==> src/rtl/apb_pkg.sv <==
// Shared APB definitions: default bus widths and the command-master state encoding.
package apb_pkg;

   localparam int unsigned APB_ADDR_WIDTH  = 7;
   localparam int unsigned APB_DATA_WIDTH  = 32;
   localparam int unsigned APB_STATE_WIDTH = 2;

   localparam logic [APB_STATE_WIDTH-1:0] ST_IDLE   = 2'd0;
   localparam logic [APB_STATE_WIDTH-1:0] ST_SETUP  = 2'd1;
   localparam logic [APB_STATE_WIDTH-1:0] ST_ACCESS = 2'd2;
   localparam logic [APB_STATE_WIDTH-1:0] ST_RESP   = 2'd3;

endpackage

==> src/rtl/apb_wait_timer.sv <==
// Counts ACCESS wait cycles; expired_c flags the cycle in which the count reaches LIMIT.
module apb_wait_timer #(
   parameter int unsigned LIMIT = 16
) (
   input  logic clk,
   input  logic rst_n,
   input  logic clear,
   input  logic enable,
   output logic expired_c
);

   localparam int unsigned CNT_W = $clog2(LIMIT + 1);

   logic [CNT_W-1:0] cnt_q;
   logic [CNT_W-1:0] cnt_d;

   // This wait cycle would be the LIMIT-th one
   assign expired_c = enable && (cnt_q == CNT_W'(LIMIT - 1));

   always_comb begin
      cnt_d = cnt_q;
      if (clear) begin
         cnt_d = '0;
      end else if (enable && !expired_c) begin
         cnt_d = cnt_q + CNT_W'(1);
      end
   end

   always_ff @(posedge clk or negedge rst_n) begin
      if (!rst_n) begin
         cnt_q <= '0;
      end else begin
         cnt_q <= cnt_d;
      end
   end

endmodule

==> src/rtl/apb_cmd_master.sv <==
// Converts single valid/ready commands into APB transfers, one outstanding at a time,
// with a bounded wait on PREADY and a held response until consumed.
module apb_cmd_master
   import apb_pkg::*;
#(
   parameter int unsigned ADDR_WIDTH     = APB_ADDR_WIDTH,
   parameter int unsigned DATA_WIDTH     = APB_DATA_WIDTH,
   parameter int unsigned TIMEOUT_CYCLES = 16
) (
   input  logic                  i_clk,
   input  logic                  i_rst_n,
   input  logic                  i_cmd_valid,
   output logic                  o_cmd_ready,
   input  logic                  i_cmd_write,
   input  logic [ADDR_WIDTH-1:0] i_cmd_addr,
   input  logic [DATA_WIDTH-1:0] i_cmd_wdata,
   output logic                  o_rsp_valid,
   input  logic                  i_rsp_ready,
   output logic [DATA_WIDTH-1:0] o_rsp_rdata,
   output logic                  o_rsp_err,
   output logic [ADDR_WIDTH-1:0] o_PADDR,
   output logic                  o_PWRITE,
   output logic                  o_PSEL,
   output logic                  o_PENABLE,
   output logic [DATA_WIDTH-1:0] o_PWDATA,
   input  logic                  i_PREADY,
   input  logic [DATA_WIDTH-1:0] i_PRDATA,
   input  logic                  i_PSLVERR
);

   logic [APB_STATE_WIDTH-1:0] state_q, state_d;
   logic                       cmd_ready_q, cmd_ready_d;
   logic                       psel_q, psel_d;
   logic                       penable_q, penable_d;
   logic                       rsp_valid_q, rsp_valid_d;
   logic [ADDR_WIDTH-1:0]      paddr_q, paddr_d;
   logic                       pwrite_q, pwrite_d;
   logic [DATA_WIDTH-1:0]      pwdata_q, pwdata_d;
   logic [DATA_WIDTH-1:0]      rsp_rdata_q, rsp_rdata_d;
   logic                       rsp_err_q, rsp_err_d;

   logic                       wait_clear;
   logic                       wait_enable;
   logic                       wait_expired_c;

   assign wait_clear  = (state_q != ST_ACCESS);
   assign wait_enable = (state_q == ST_ACCESS) && !i_PREADY;

   apb_wait_timer #(
      .LIMIT (TIMEOUT_CYCLES)
   ) u_wait_timer (
      .clk       (i_clk),
      .rst_n     (i_rst_n),
      .clear     (wait_clear),
      .enable    (wait_enable),
      .expired_c (wait_expired_c)
   );

   // Next state and payload; the registered controls decode the next state so they
   // line up with the state they describe.
   always_comb begin
      state_d     = state_q;
      paddr_d     = paddr_q;
      pwrite_d    = pwrite_q;
      pwdata_d    = pwdata_q;
      rsp_rdata_d = rsp_rdata_q;
      rsp_err_d   = rsp_err_q;

      case (state_q)
         ST_IDLE: begin
            if (cmd_ready_q && i_cmd_valid) begin
               state_d  = ST_SETUP;
               paddr_d  = i_cmd_addr;
               pwrite_d = i_cmd_write;
               pwdata_d = i_cmd_wdata;
            end
         end
         ST_SETUP: begin
            state_d = ST_ACCESS;
         end
         ST_ACCESS: begin
            // Completer response wins over a timeout landing in the same cycle
            if (i_PREADY) begin
               state_d     = ST_RESP;
               rsp_rdata_d = pwrite_q ? '0 : i_PRDATA;
               rsp_err_d   = i_PSLVERR;
            end else if (wait_expired_c) begin
               state_d     = ST_RESP;
               rsp_rdata_d = '0;
               rsp_err_d   = 1'b1;
            end
         end
         ST_RESP: begin
            if (i_rsp_ready) begin
               state_d = ST_IDLE;
            end
         end
         default: begin
            state_d = ST_IDLE;
         end
      endcase

      cmd_ready_d = (state_d == ST_IDLE);
      psel_d      = (state_d == ST_SETUP) || (state_d == ST_ACCESS);
      penable_d   = (state_d == ST_ACCESS);
      rsp_valid_d = (state_d == ST_RESP);
   end

   always_ff @(posedge i_clk or negedge i_rst_n) begin
      if (!i_rst_n) begin
         state_q     <= ST_IDLE;
         cmd_ready_q <= 1'b0;
         psel_q      <= 1'b0;
         penable_q   <= 1'b0;
         rsp_valid_q <= 1'b0;
         paddr_q     <= '0;
         pwrite_q    <= 1'b0;
         pwdata_q    <= '0;
         rsp_rdata_q <= '0;
         rsp_err_q   <= 1'b0;
      end else begin
         state_q     <= state_d;
         cmd_ready_q <= cmd_ready_d;
         psel_q      <= psel_d;
         penable_q   <= penable_d;
         rsp_valid_q <= rsp_valid_d;
         paddr_q     <= paddr_d;
         pwrite_q    <= pwrite_d;
         pwdata_q    <= pwdata_d;
         rsp_rdata_q <= rsp_rdata_d;
         rsp_err_q   <= rsp_err_d;
      end
   end

   assign o_cmd_ready = cmd_ready_q;
   assign o_rsp_valid = rsp_valid_q;
   assign o_rsp_rdata = rsp_rdata_q;
   assign o_rsp_err   = rsp_err_q;
   assign o_PADDR     = paddr_q;
   assign o_PWRITE    = pwrite_q;
   assign o_PSEL      = psel_q;
   assign o_PENABLE   = penable_q;
   assign o_PWDATA    = pwdata_q;

endmodule

==> config.mk <==
export PLATFORM = sky130hd
export DESIGN_NAME = apb_cmd_master
export DESIGN_NICKNAME = d
export VERILOG_FILES = /design/src/rtl/apb_pkg.sv /design/src/rtl/apb_wait_timer.sv /design/src/rtl/apb_cmd_master.sv
export SDC_FILE = /design/constraint.sdc
export NUM_CORES = 1
export LEC_CHECK = 0
export ABC_AREA = 1
export BUFFER_PORTS_ARGS = -buffer_cell sky130_fd_sc_hd__buf_4
export CORE_MARGIN = 4
export CORE_UTILIZATION = 35
export DETAILED_ROUTE_END_ITERATION = 6
export GPL_TIMING_DRIVEN = 0
export SLEW_MARGIN = 40
export SYNTH_ARGS = -nofsm -noshare
export SYNTH_HDL_FRONTEND = slang
export SYNTH_SLANG_ARGS = --single-unit
==> constraint.sdc <==
create_clock -name i_clk -period 1.95 [get_ports i_clk]
set_input_delay 0.195 -clock i_clk [delete_from_list [all_inputs] [get_ports i_clk]]
set_output_delay 0.195 -clock i_clk [all_outputs]
set_load 0.01 [all_outputs]
==> summary.txt, run 1 <==
Power
  – Combinational cell fraction of total power: 41.9%
  – Maximum vdd ir drop: 0.622 mV
  – Leak Pwr: 0.00282 µW
  – Switching Fraction: 35.8%
  – PD cells: 1450 nW/µm²
  – Net Sw Power: 2630 µW
  – Design internal power: 4710 µW
  – Clock power frac: 17.7%
  – Flop pwr share: 40.4%

Detailed routing
  – Drt pass-1 iters: 4
  – DR vias: 2991
  – Antenna viol nets, final: 0
  – Routed WL: 9.01 mm
  – DRT iter0 DRCs: 83
  – Via/cell ratio: 4.42
  – DR DRC count: 0
  – DR WL/cell: 13.3 µm

Floorplan
  – Site row count: 36
  – Ports: 155
  – Die area: 11500 µm²
  – Initial Util: 35.7%
  – Core Area: 9680 µm²
  – Die X: 107 µm
  – Die height: 107 µm

Critical path
  – Max stage delay on crit path: 0.40 ns
  – WP data arrival: 2.04 ns
  – Crit start category: flip-flop
  – Worst r2r path cells: 10
  – Cell family with most CP delay: adder cells
  – CP Capture Type: flip-flop
  – Worst-path fanout max: 10
  – FF-to-FF End: o_PSEL
  – Req. time, crit path: 2.18 ns
  – Crit-path cells: ha_2, and3_1, ha_1, nor2_2, buf_6, nor2_8, nor2_4, nand2_2, inv_2, ha_1
  – FF-to-FF setup slack: 0.13 ns
  – Critical path buffers and inverters: 2
  – Most used cell, CP: ha_1
  – Reg2reg start: u_wait_timer.cnt_q[0]
  – Critical-path top delay cell: dfrtp_1
  – WS Path Type: reg2reg
  – Crit path depth: 10

Hold path
  – Hold Crit Endpoint: o_rsp_rdata[9]
  – Hold_sp: i_PRDATA[9]
  – Worst hold-check path type: in2reg
  – Hold Path Cell Cnt: 3

STA
  – Final hold vios: 0
  – Slew Viols, Final: 0
  – Slew headroom: 55.4%
  – RSZ-0062 raised after global routing: false
  – Setup TNS: 0 ns
  – Worst Tran Pin Value: 0.669 ns
  – Final Cycle Share: 93.2%
  – Max Freq: 550 MHz
  – Period minus WS final: 1.82 ns
  – Final setup vio count: 0
  – Final setup skew: 0.00914 ns

GRT
  – Initial antenna violation count: 0
  – Remaining global-route overflow: 0
  – First-pass GRT wire length: 15.1 mm
  – Gr usage total: 16.2%
  – Largest net degree at the start of global routing: 85
  – Number of global-route vias before repair: 3110

Logic synthesis
  – Cell area after synthesis: 3460 µm²
  – Syn avg cell area: 9.40 µm²
  – Mapped Cells: 368
  – Post-synth cell types: 23
  – Synth Net Count: 451
  – Sequential area share after synthesis: 60.8%
  – Yosys warning total: 0
  – Yosys reg bits: 84

Cells and area
  – Area Overhead vs Synth: 46.0%
  – Design Area, Final: 5050 µm²
  – Final #Nets: 621
  – Finished Layout Cells: 676
  – Layout cell share with drive strength beyond 1: 37.4%
  – # diodes: 0
  – Final Core Density: 52.2%

Clock tree
  – Max Buffers Root-to-Sink: 2
  – Clock root buffer: clkbuf_8
  – CTS buffer count: 9
  – CTS tree: done
  – TritonCTS Sinks: 84
  – Clock-pin slew on the worst setup and hold paths: 0.08 ns
  – H-tree depth: 3
  – Clock Latency Late Sink: 0.34 ns

Placed design
  – Hpwl dp: 6.68 mm
  – PortBufs: 154
  – Gpl congestion: 0.746
  – Area after DPL: 4790 µm²
  – Cells after DPL: 655

Flow run
  – Max-cap violations: 0

Outcome
  – Outcome: complete, no violations
cell families (layout without fill, tap and decap cells):
logic type / count (synthesis) / in the layout / synth area share [%]
fa+ha+maj: 5 / 5 / 1.81
compound gates: 77 / 77 / 11.1
buf+inv: 70 / 245 / 9.26
simple gates: 132 / 132 / 17.0
flops: 84 / 84 / 60.8
cells in the final DEF (no fill, tap or decap), types with 2 or more instances in the layout:
cell type  count
buf_4        159
dfrtp_1       84
nand2_1       82
o21ai_0       67
inv_1         46
nand3_1       35
clkbuf_8      12
buf_2         11
o21ai_1        8
nor2_1         6
buf_6          4
ha_1           4
inv_2          2
nor2_2         2
clkbuf_2       2
clkbuf_1       2
a21oi_1        2
clkinv_4       2
per-layer routing:
metal  up-vias  global-route usage [%]  routed length, µm
li1       1505                       -                  -
met1      1357                    21.5               4000
met2       122                    24.2               3930
met3         7                    6.78               1010
met4         0                    4.87                 70
met5         -                       0                  0
layout make-up:
cell class	instances	area, µm²
sequential	84	2100
multi-input combinational	214	1050
buffer	21	136
timing repair buffer	159	1200
clock buffer	12	155
inverter	49	184
tap	133	166
fill	933	4630
clock inverter	4	56.3
per-stage QoR:
step / hold slack [ns] / total power (µW) / worst slack, ns
3_5_place_dp: 0.314 / 6090 / -0.147
5_1_grt: 0.0617 / 7930 / 0.0306
6_report: 0.0743 / 7340 / 0.133
2_1_floorplan: -0.101 / 4340 / 0.108
4_1_cts: 0.0483 / 7460 / 0.0319
3_3_place_gp: 0.419 / 6000 / -0.104
synth_stat cells, drive strengths merged:
library cell | number | share of area (%)
dfrtp | 84 | 61
nand2 | 84 | 9.3
clkinv | 1 | 0.11
clkbuf | 4 | 0.61
a21oi | 2 | 0.29
inv | 48 | 5.2
nor3 | 1 | 0.14
nor2 | 10 | 1.7
ha | 5 | 1.8
o21ai | 75 | 11
buf | 17 | 3.3
and3 | 1 | 0.18
nand4 | 1 | 0.61
nand3 | 35 | 5.1
power by group through the flow:
stage | clock network [µW] | logic, µW | registers, µW
2_1_floorplan | 0 | 1020 | 3320
3_3_place_gp | 0 | 3020 | 2990
3_5_place_dp | 0 | 3090 | 3000
4_1_cts | 1360 | 3120 | 2980
5_1_grt | 1430 | 3440 | 3070
6_report | 1300 | 3070 | 2970
how the worst max path moves through the flow:
stage | end | from | slack (ns)
2_1_floorplan | o_PSEL | u_wait_timer.cnt_q[0] | 0.11
3_3_place_gp | o_PSEL | u_wait_timer.cnt_q[0] | -0.10
3_5_place_dp | o_PSEL | u_wait_timer.cnt_q[0] | -0.15
4_1_cts | o_PSEL | u_wait_timer.cnt_q[0] | 0.03
5_1_grt | o_PSEL | u_wait_timer.cnt_q[0] | 0.03
6_report | o_PSEL | u_wait_timer.cnt_q[0] | 0.13
repair_timing:
item	4_1_cts	5_1_grt
pin swaps	1	2
setup endpoints to repair	4	1
cloned	0	0
setup buffers	4	0
hold buffers	1	0
hold endpoints to repair	84	0
resized for setup	2	3
worst reg2reg max path, stage by stage (launching register included):
cell and delay [ns]:
dfrtp_1 0.40, ha_2 0.20, and3_1 0.17, ha_1 0.18, nor2_2 0.12, buf_6 0.14
nor2_8 0.05, nor2_4 0.09, nand2_2 0.07, inv_2 0.07, ha_1 0.22
sequential cells by signal, summed over array words and instances, names as in the netlist:
signal and count:
u_wait_timer.cnt_q 5, o_PENABLE 1, state_q 2, o_PADDR 7
o_rsp_rdata 32, o_rsp_err 1, o_PWRITE 1, o_rsp_valid 1
o_PSEL 1, o_PWDATA 32, o_cmd_ready 1
Note: power is estimated with default switching activity, not from simulation.
==> inputs of run 2 (changes only) <==
Settings changed: CORE_MARGIN 4 to default, CORE_UTILIZATION 35 to 30.
==> summary.txt, run 2 (synthesized netlist as in run 1, its figures left out) <==
Outcome
  – Outcome: complete, no violations

Power
  – Maximum vdd ir drop: 0.586 mV
  – Flop pwr share: 38.6%
  – Pwr Total: 7750 µW
  – Combinational cell fraction of total power: 39.3%
  – Design internal power: 5110 µW
  – Leak Pwr: 0.00285 µW
  – PD cells: 1500 nW/µm²
  – Switching Fraction: 34.0%
  – Clock power frac: 22.1%
  – Net Sw Power: 2640 µW

STA
  – Final setup skew: 0.00707 ns
  – Worst Tran Pin Value: 0.680 ns
  – RSZ-0062 raised after global routing: false
  – Final hold slack: 0.0905 ns
  – Slew headroom: 54.6%
  – Final hold vios: 0
  – Max Freq: 538 MHz
  – Setup ws final: 0.0908 ns
  – Slew Viols, Final: 0
  – Final setup vio count: 0
  – Period minus WS final: 1.86 ns
  – Final Cycle Share: 95.3%

Placed design
  – PortBufs: 154
  – Hpwl dp: 6.24 mm
  – Gpl congestion: 0.760
  – Pre-CTS WS: -0.114 ns

Floorplan
  – Die X: 109 µm
  – Initial Util: 31.4%
  – Core Area: 11000 µm²
  – Ports: 155
  – Site row count: 38
  – Die area: 12000 µm²
  – Die height: 109 µm

Cells and area
  – FF/Latch Area: 2100 µm²
  – Commonest cells after routing, fill and taps aside: buf_4 (159), dfrtp_1 (84), nand2_1 (82), o21ai_0 (67), inv_1 (46)
  – Final #Nets: 620
  – # diodes: 0
  – Area Overhead vs Synth: 48.9%
  – Final Core Density: 46.7%
  – Commonest non-fill, non-tap cell in the layout: buf_4
  – Layout cell share with drive strength beyond 1: 37.3%
  – Filler Cell Count: 1072
  – Area of the multi-input gates: 1050 µm²

Clock tree
  – H-tree depth: 3
  – Clock-pin slew on the worst setup and hold paths: 0.06 ns
  – Clock Latency Late Sink: 0.33 ns
  – Clock root buffer: clkbuf_16
  – Max Buffers Root-to-Sink: 2
  – CTS buffer count: 9
  – CTS tree: done
  – TritonCTS Sinks: 84

Critical path
  – Reg2reg start: u_wait_timer.cnt_q[1]
  – WP data arrival: 2.07 ns
  – Req. time, crit path: 2.16 ns
  – FF-to-FF End: o_PSEL
  – Worst-path fanout max: 10
  – WS Path Type: reg2reg
  – Crit start category: flip-flop
  – Worst r2r path cells: 10
  – CP Capture Type: flip-flop
  – FF-to-FF setup slack: 0.09 ns

GRT
  – Gr usage total: 14.8%
  – First-pass GRT wire length: 13.9 mm
  – Largest net degree at the start of global routing: 85
  – Remaining global-route overflow: 0
  – Number of global-route vias before repair: 2983
  – Initial antenna violation count: 0

Detailed routing
  – DR vias: 3004
  – Antenna viol nets, final: 0
  – DR WL/cell: 12.7 µm
  – Via/cell ratio: 4.40
  – DR DRC count: 0
  – DRT iter0 DRCs: 152
  – Drt pass-1 iters: 4
  – Routed WL: 8.63 mm

Hold path
  – Worst hold-check path type: in2reg
  – Hold Path Cell Cnt: 3
  – Hold Crit Endpoint: o_rsp_rdata[27]
  – Hold_sp: i_PRDATA[27]

Flow run
  – Max-cap violations: 0
-- run 2: cell count changes in the layout (fill, tap and decap cells not counted), sizes merged --
| cell | delta |
|---|---|
| clkinvlp | +2 |
| inv | -1 |
| clkinv | -2 |
-- run 2: layer usage --
layer | GRT usage [%] | wire (µm)
met1 | 18.7 | 3830
met2 | 24.2 | 4040
met3 | 4.27 | 664
met4 | 5.33 | 101
met5 | 0 | 0
-- run 2: stage by stage --
stage	TNS, ns	cells	instance area [µm²]
floorplan	0	368	3460
global placement	-0.0687	662	4790
detailed placement	-0.119	662	4790
CTS	0	682	5130
global route	0	682	5150
finish	0	682	5150
-- run 2: final cells by class --
cell class / count / share of cell area, %
Clock buffer: 13 / 5.05
Tap cell: 140 / 3.40
Timing Repair Buffer: 159 / 23.3
Multi-Input combinational cell: 214 / 20.4
Sequential cell: 84 / 40.8
Buffer: 20 / 2.57
Inverter: 49 / 3.57
Clock inverter: 3 / 0.874
-- run 2: how the worst max path moves through the flow --
stage | from | to | slack [ns] | cells after the start
finish | u_wait_timer.cnt_q[1] | o_PSEL | 0.09 | 10
global placement | u_wait_timer.cnt_q[0] | o_PSEL | -0.07 | 10
CTS | u_wait_timer.cnt_q[1] | o_PSEL | 0.02 | 10
global route | u_wait_timer.cnt_q[1] | o_PSEL | 0.008 | 10
detailed placement | u_wait_timer.cnt_q[0] | o_PSEL | -0.11 | 10
floorplan | u_wait_timer.cnt_q[0] | o_PSEL | 0.11 | 10
-- run 2: worst max-delay path, cell delays in order (launching register included) --
cell and delay [ns]:
dfrtp_1 0.40, ha_2 0.19, and3_1 0.17, ha_1 0.19, nor2_2 0.14, buf_6 0.14
nor2_8 0.06, nor2_4 0.10, nand2_2 0.08, inv_2 0.07, ha_1 0.22
-- run 2: power groups by stage --
stage	combinational, µW	clock [µW]	sequential (µW)
final	3040	1710	2990
after global routing	3410	1850	3090
after CTS	3060	1780	3000
after detailed placement	3030	0	3030
after global placement	2960	0	3000
after floorplan	1020	0	3320
-- run 2: timing repair --
action                     CTS  global route
buffers inserted             3             1
gates resized for setup      2             3
setup endpoints to repair    2            12
hold endpoints to repair    84             0
pin swaps                    1             2
hold buffers                 1             0
==> inputs of run 3 (changes only) <==
Clock period 1.95 ns to 2.2 ns, I/O delays scaled along.
==> summary.txt, run 3 (synthesized netlist as in run 1, its figures left out) <==
Placed design
  – Gpl congestion: 0.760
  – Pre-CTS WS: 0.136 ns
  – Hpwl dp: 6.24 mm
  – PortBufs: 154

Clock tree
  – Max Buffers Root-to-Sink: 2
  – TritonCTS Sinks: 84
  – Clock Latency Late Sink: 0.33 ns
  – Clock-pin slew on the worst setup and hold paths: 0.06 ns
  – CTS buffer count: 9
  – H-tree depth: 3
  – CTS tree: done
  – Clock root buffer: clkbuf_16

STA
  – Final setup skew: 0.00707 ns
  – Worst Tran Pin Value: 0.682 ns
  – Final setup vio count: 0
  – Max Freq: 488 MHz
  – Final hold vios: 0
  – Slew headroom: 54.5%
  – Slew Viols, Final: 0
  – Period minus WS final: 2.05 ns
  – Setup ws final: 0.151 ns
  – Final hold slack: 0.116 ns
  – Final Cycle Share: 93.1%

Cells and area
  – Commonest cells after routing, fill and taps aside: buf_4 (155), dfrtp_1 (84), nand2_1 (83), o21ai_0 (67), inv_1 (47)
  – Area Overhead vs Synth: 47.9%
  – Commonest non-fill, non-tap cell in the layout: buf_4
  – Layout cell share with drive strength beyond 1: 36.0%
  – # diodes: 0
  – Final #Nets: 617
  – Filler Cell Count: 1073

Detailed routing
  – Drt pass-1 iters: 4
  – Antenna viol nets, final: 0
  – Routed WL: 8.62 mm
  – DR vias: 3001
  – Via/cell ratio: 4.42
  – DRT iter0 DRCs: 143
  – DR WL/cell: 12.7 µm
  – DR DRC count: 0

Power
  – PD cells: 1330 nW/µm²
  – Switching Fraction: 34.1%
  – Clock power frac: 22.3%
  – Combinational cell fraction of total power: 38.8%
  – Design internal power: 4490 µW
  – Flop pwr share: 38.9%
  – Maximum vdd ir drop: 0.519 mV
  – Net Sw Power: 2330 µW
  – Leak Pwr: 0.00284 µW

GRT
  – Remaining global-route overflow: 0
  – Largest net degree at the start of global routing: 85
  – Number of global-route vias before repair: 2963
  – Gr usage total: 14.8%
  – Initial antenna violation count: 0
  – First-pass GRT wire length: 13.8 mm

Floorplan
  – Die area: 12000 µm²
  – Ports: 155
  – Initial Util: 31.4%
  – Core Area: 11000 µm²
  – Site row count: 38
  – Die height: 109 µm
  – Die X: 109 µm

Hold path
  – Worst hold-check path type: in2reg
  – Hold_sp: i_PRDATA[15]

Critical path
  – Crit path from: u_wait_timer.cnt_q[0]
  – Crit-path cells: ha_1, and3_1, ha_1, nor2_4, buf_6, nor2_8, nor2_1, nand2_1, inv_1, ha_1
  – Crit start category: flip-flop
  – Most used cell, CP: ha_1
  – Cell family with most CP delay: adder cells
  – Critical path buffers and inverters: 2
  – WS Path Type: reg2reg
  – Reg2reg start: u_wait_timer.cnt_q[0]
  – Max stage delay on crit path: 0.41 ns
  – CP Capture Type: flip-flop
  – WP data arrival: 2.26 ns
  – Req. time, crit path: 2.41 ns
  – Worst-path fanout max: 10
  – Critical-path top delay cell: dfrtp_1

Flow run
  – Max-cap violations: 0

Outcome
  – Outcome: complete, no violations
==> run 3: cell count changes in the layout (fill, tap and decap cells not counted) <==
cell	change
buf_4	-4
clkbuf_1	+1
inv_1	+1
nor2_2	-1
nand2_2	-1
inv_2	-1
ha_1	+1
nand2_1	+1
ha_2	-1
nor2_1	+1
==> run 3: final cells by class <==
class | count | area [µm²] | area share (%)
Multi-Input combinational cell | 214 | 1040 | 20.4
Sequential cell | 84 | 2100 | 41.1
Timing Repair Buffer | 155 | 1170 | 22.9
Inverter | 49 | 184 | 3.59
Tap cell | 140 | 175 | 3.42
Clock buffer | 13 | 260 | 5.09
Clock inverter | 3 | 45.0 | 0.880
Buffer | 21 | 136 | 2.67
==> run 3: routing by layer <==
layer / part of all wire (%) / vias up / GRT usage (%)
li1: - / 1498 / -
met1: 45 / 1365 / 18.7
met2: 46 / 127 / 24.0
met3: 7.9 / 11 / 4.27
met4: 1.5 / 0 / 5.33
met5: 0 / - / 0
==> run 3: worst paths after layout <==
check,endpoint,slack [ns],cells past startpoint
setup / recovery,o_PSEL,0.15,10
hold / removal,o_rsp_rdata[15],0.12,3
setup reg to reg,o_PSEL,0.15,10
hold reg to reg,o_PWDATA[21],0.48,2
max in group asynchronous,o_rsp_valid,1.21,2
min in group asynchronous,o_rsp_rdata[16],0.49,2
==> run 3: power by group through the flow <==
stage,combinational [µW],clock (µW),sequential (µW)
final,2640,1520,2660
after CTS,2690,1580,2670
after global routing,2960,1640,2740
after detailed placement,2690,0,2680
after floorplan,907,0,2940
after global placement,2620,0,2660
==> run 3: through the flow <==
stage | setup TNS, ns | area (µm²) | std cells | util (%) | power, µW
final | 0 | 5120 | 679 | 46.4 | 6820
after global routing | -0.0124 | 5120 | 679 | 46.4 | 7350
after CTS | 0 | 5110 | 679 | 46.3 | 6940
after detailed placement | 0 | 4790 | 662 | 43.5 | 5370
after global placement | 0 | 4790 | 662 | 43.4 | 5280
after floorplan | 0 | 3460 | 368 | - | 3850
==> run 3: worst reg2reg max path, cell delays in order, from the launching register on <==
cell,delay (ns)
dfrtp_1,0.41
ha_1,0.24
and3_1,0.18
ha_1,0.21
nor2_4,0.12
buf_6,0.16
nor2_8,0.08
nor2_1,0.11
nand2_1,0.10
inv_1,0.09
ha_1,0.23
==> run 3: what timing repair did <==
item                                    CTS  global route
endpoints found under the hold margin    81             0
resized for setup                         0             1
buffers inserted                          0             0
hold buffers                              1             0
endpoints found under the setup margin    0             1
